## src/rtl/pc_fetch_ctrl.sv

```systemverilog
// Program-counter / fetch sequencer feeding the instruction ROM address.
// Tracks IDLE/RUN/HALT, applies relative or absolute branches and counts RUN cycles.
module pc_fetch_ctrl #(
   parameter int unsigned D          = 12,
   parameter int unsigned START_ADDR = 0,
   parameter int unsigned OFS_W      = 8,
   parameter int unsigned CNT_W      = 16
) (
   input  logic                    clk,
   input  logic                    reset_n,
   input  logic                    start,
   input  logic                    stall,
   input  logic                    halt,
   input  logic                    br_taken,
   input  logic                    br_rel,
   input  logic signed [OFS_W-1:0] br_offset,
   input  logic [D-1:0]            jmp_target,
   output logic [D-1:0]            prog_ctr,
   output logic                    running,
   output logic                    done,
   output logic [CNT_W-1:0]        cycle_cnt
);

   typedef enum logic [1:0] {
      ST_IDLE = 2'd0,
      ST_RUN  = 2'd1,
      ST_HALT = 2'd2
   } state_t;

   localparam logic [D-1:0] START_PC = D'(START_ADDR);

   state_t           state_q, state_d;
   logic [D-1:0]     pc_q, pc_d;
   logic [CNT_W-1:0] cnt_q, cnt_d;

   // The offset is narrower than the PC (D > OFS_W); carry out of the add is dropped.
   function automatic logic [D-1:0] rel_target(input logic [D-1:0]            pc,
                                               input logic signed [OFS_W-1:0] ofs);
      logic signed [D-1:0] ofs_ext;
      ofs_ext = {{(D-OFS_W){ofs[OFS_W-1]}}, ofs};
      return pc + $unsigned(ofs_ext);
   endfunction

   function automatic logic [CNT_W-1:0] sat_inc(input logic [CNT_W-1:0] c);
      return (&c) ? c : c + 1'b1;
   endfunction

   always_ff @(posedge clk or negedge reset_n) begin
      if (!reset_n) begin
         state_q <= ST_IDLE;
         pc_q    <= START_PC;
         cnt_q   <= '0;
      end else begin
         state_q <= state_d;
         pc_q    <= pc_d;
         cnt_q   <= cnt_d;
      end
   end

   always_comb begin
      state_d = state_q;
      pc_d    = pc_q;
      cnt_d   = cnt_q;
      unique case (state_q)
         ST_IDLE: begin
            if (start) begin
               state_d = ST_RUN;
               pc_d    = START_PC;
               cnt_d   = '0;
            end
         end
         ST_RUN: begin
            // Counter advances on every RUN edge, stall and halt edges included.
            cnt_d = sat_inc(cnt_q);
            if (halt) begin
               state_d = ST_HALT;
            end else if (stall) begin
               pc_d = pc_q;
            end else if (br_taken) begin
               pc_d = br_rel ? rel_target(pc_q, br_offset) : jmp_target;
            end else begin
               pc_d = pc_q + 1'b1;
            end
         end
         ST_HALT: begin
            if (start) begin
               state_d = ST_RUN;
               pc_d    = START_PC;
               cnt_d   = '0;
            end
         end
         default: begin
            state_d = ST_IDLE;
            pc_d    = START_PC;
            cnt_d   = '0;
         end
      endcase
   end

   assign prog_ctr  = pc_q;
   assign running   = (state_q == ST_RUN);
   assign done      = (state_q == ST_HALT);
   assign cycle_cnt = cnt_q;

endmodule

```

## config.mk

```make
export PLATFORM = sky130hd
export DESIGN_NAME = pc_fetch_ctrl
export DESIGN_NICKNAME = d
export VERILOG_FILES = /design/src/rtl/pc_fetch_ctrl.sv
export SDC_FILE = /design/constraint.sdc
export NUM_CORES = 1
export LEC_CHECK = 0
export BUFFER_PORTS_ARGS = -buffer_cell sky130_fd_sc_hd__buf_2
export CAP_MARGIN = 20
export CORE_MARGIN = 10
export CORE_UTILIZATION = 45
export CTS_CLUSTER_DIAMETER = 40
export CTS_CLUSTER_SIZE = 40
export DETAILED_ROUTE_END_ITERATION = 10
export GPL_TIMING_DRIVEN = 0
export PLACE_DENSITY = 0.8
export SYNTH_ARGS = -nofsm -noshare
export SYNTH_HDL_FRONTEND = slang
export SYNTH_SLANG_ARGS = --single-unit
```

## constraint.sdc

```tcl
create_clock -name clk -period 2 [get_ports clk]
set_input_delay 0.4 -clock clk [delete_from_list [all_inputs] [get_ports clk]]
set_output_delay 0.4 -clock clk [all_outputs]
set_load 0.01 [all_outputs]
```

==> results.py <==
metrics = {
    "run_status": {
        "status": "finished, violations left",
        "failed_checks": "negative setup slack",
    },
    "sta": {
        "fin_skew_ns": 0.002812,
        "hold_violations": 0,
        "finalSetupTns_ns": -0.6237,
        "timing.final.ws_setup_ns": -0.1738,
        "fin_crit_ns": 2.174,
        "rsz0062_at_grt": "yes",
        "slew_violations": 0,
        "tightest_slew_ns": 0.6490,
        "setup_viol": 6,
        "timing.fmax_mhz": 460.0,
        "holdWs_ns": 0.1449,
        "slew_headroom": 0.5673,
        "final.period_utilization": 1.087,
    },
    "worst_setup_path": {
        "ff2ff_setup_slack_ns": -0.17,
        "endpoint_kind": "flip-flop",
        "startpoint_type": "flip-flop",
        "cp.buffers_inverters": 2,
        "rr_worst_depth": 10,
        "crit_fanout": 2,
        "slowest_delay_ns": 0.43,
        "crit_type": "reg -> reg",
        "cp_top_family": "adder cells",
        "cp_data_required_time_ns": 2.16,
        "crit_arrival_ns": 2.33,
        "critPathSlowestCell": "dfrtp_2",
        "r2r_start": "prog_ctr[0]",
        "cp_cell_sequence": "ha_4 > fa_2 > buf_4 > buf_6 > a21o_1 > a21oi_2 > xnor2_1 > mux2_4 > a21oi_2 > o21ai_1",
        "r2r-end": "prog_ctr[4]",
        "crit_top_cell": "a21oi_2",
    },
    "yosys": {
        "syn_area_per_cell_um2": 8.459,
        "yosys.area_share.simple": 0.2441,
        "synth_ff_type": "dfrtp_1",
        "syn-num-nets": 321,
        "ys_ff_latch": 30,
        "ys_seq_area_frac": 0.3170,
        "synth-warning-count": 0,
        "synth_cells": 280,
        "synth-async-reset-ratio": 1.000,
        "synth_top_family_by_area": "simple AND/OR/NAND/NOR gates",
        "synth_compound_area_frac": 0.2118,
        "synth_top_area_cell": "dfrtp_1",
        "synthMuxAreaShare": 0.04385,
        "synth-edff-count": 0,
        "synth_top_area_share": 0.3170,
        "synthAdderAreaFrac": 0.07713,
        "synth_area_um2": 2369,
        "synth_cell_type_count": 54,
        "synth_area_leaders": "dfrtp_1 (32%), ha_1 (6.9%), nor2_1 (5.5%)",
        "synthXorXnorAreaFrac": 0.08135,
    },
    "clock_network": {
        "cts_tree": "done",
        "root_buffer": "clkbuf_8",
        "clk-insertion-delay-late_ns": 0.28,
        "cts_hold_buffers": 0,
        "cts_made_buffers": 5,
        "cts_buffer_depth": 2,
        "cts.clk_slew.worst_paths_ns": 0.06,
        "clock_sinks": 30,
        "h-tree-depth": 2,
    },
    "detailed_routing": {
        "ant_nets": 0,
        "drtIter0Drc": 83,
        "drt_wl_total_um": 6520,
        "vias": 2343,
        "vias_per_cell": 5.565,
        "drt-wirelength-per-cell_um": 15.49,
        "first_pass_iters": 4,
        "remaining_drc_errors": 0,
    },
    "finish": {
        "most-common-layout-cells": "buf_2 (57), nor2_1 (35), nand2_1 (25), dfrtp_1 (25), o21ai_0 (19)",
        "area_delta_synth_final_pct": 28.42,
        "multiInputGateArea_um2": 1683,
        "nFillCells": 459,
        "design_area_um2": 3042,
        "final_util": 0.5955,
        "final_common_cell": "buf_2",
        "drive_gt1_frac": 0.3105,
        "ff_latch_area_um2": 757.0,
        "nNetsFinal": 391,
        "diodes": 0,
    },
    "pwr": {
        "leakagePower_uw": 0.001469,
        "combPwrFrac": 0.333,
        "seq_power_share": 0.371,
        "vdd_drop_max_mv": 0.3431,
        "switching_power_uw": 665.0,
        "swShare": 0.3361,
        "cellInternalPower_uw": 1313,
        "power_density_nw_per_um2": 650.4,
        "power_uw": 1978,
        "pwr-share-clk": 0.296,
    },
    "floorplanning": {
        "ioPinCount": 57,
        "core_um2": 5107,
        "die_width_um": 92.55,
        "dieArea_um2": 8566,
        "fp.dieH_um": 92.55,
        "row_count": 26,
        "initial_utilization": 0.4637,
    },
    "global_route": {
        "grtUsageTotal": 0.1447,
        "overflow": 0,
        "grt_pass1_vias": 2303,
        "antenna_found_initial": 0,
        "grt_start_max_net_pins": 31,
        "grt_pass1_wl_um": 10550,
    },
    "min_path": {
        "hold_path.class": "in -> async",
    },
    "place": {
        "placed_cell_area_um2": 2751,
        "portBuffers": 55,
        "dp_hpwl_um": 4937,
        "gp_congestion": 0.8200,
    },
    "flow_run": {
        "cap_violations": 0,
    },
}
## cell usage after synthesis, drive strengths merged (2+ instances only)
master and n:
a211oi 2, a21o 6, a21oi 15, a311oi 3
a31oi 4, and2 3, and3 8, and4 2
buf 2, clkbuf 5, dfrtp 30, ha 13
inv 8, mux2 3, mux2i 7, nand2 26
nand2b 4, nand3 12, nand4 8, nor2 35
nor2b 3, nor3 7, o211ai 4, o21ai 24
o21bai 2, o22ai 2, o311ai 2, or2 2
or3 2, xnor2 11, xor2 11
## what timing repair did
item                                   in CTS  in global routing
gates cloned                                0                  0
gates resized for setup                    11                 16
setup buffers                               6                  3
pin swaps                                   9                 11
endpoints found under the hold margin       0                  0
setup endpoints to repair                   8                  9
## power groups by stage
| stage | Combinational (uW) | Sequential (uW) | Clock [uW] |
|---|---|---|---|
| 4_1_cts | 613 | 731 | 605 |
| 5_1_grt | 735 | 743 | 631 |
| 2_1_floorplan | 360 | 748 | 0 |
| 3_5_place_dp | 566 | 745 | 0 |
| 3_3_place_gp | 558 | 741 | 0 |
| 6_report | 660 | 734 | 585 |
## metrics by stage
stage | std cells | setup WS [ns]
finish | 421 | -0.1738
global route | 421 | -0.2802
CTS | 419 | -0.1312
detailed placement | 405 | -0.2381
global placement | 405 | -0.2399
floorplan | 280 | -0.04922
## worst max path at each step
stage                 startpoint     endpoint  slack, ns  depth (start not counted)
CTS                  prog_ctr[0]  prog_ctr[8]      -0.13                          8
global placement    br_offset[0]  prog_ctr[8]      -0.24                          9
detailed placement  br_offset[0]  prog_ctr[6]      -0.24                          9
global route         prog_ctr[0]  prog_ctr[6]      -0.28                          8
floorplan            prog_ctr[0]  prog_ctr[6]      -0.05                          8
finish               prog_ctr[0]  prog_ctr[4]      -0.17                         10
## state kept, by name, indices dropped and copies added, names as in the netlist
name / flops
cycle_cnt: 16
prog_ctr: 12
state_q: 2
## worst register-to-register path, cell delays in order, from the launching register on
cell     delay [ns]
dfrtp_2        0.43
ha_4           0.17
fa_2           0.35
buf_4          0.15
buf_6          0.11
a21o_1         0.15
a21oi_2        0.14
xnor2_1        0.08
mux2_4         0.26
a21oi_2        0.13
o21ai_1        0.07
## per-layer routing
metal  part of all wire  global-route usage  up-vias
met5                  0                   0        -
met3              0.065             0.04278        5
met2               0.48              0.2535       76
li1                   -                   -     1164
met4             0.0069             0.03342        0
met1               0.45              0.1695     1098
## cell type report
cell class / instances / area share
sequential: 30 / 0.2489
multi-input combinational: 235 / 0.5533
inverter: 8 / 0.009872
clock inverter: 3 / 0.01316
tap: 70 / 0.02879
timing repair buffer: 64 / 0.1152
buffer: 6 / 0.008227
clock buffer: 5 / 0.02262
## cells by family after synthesis
family / Yosys count
simple gates: 116
compound gates: 73
flops: 30
xor+xnor: 22
buf+inv: 15
fa+ha+maj: 14
mux: 10
Power figures use the tool's default switching activity.
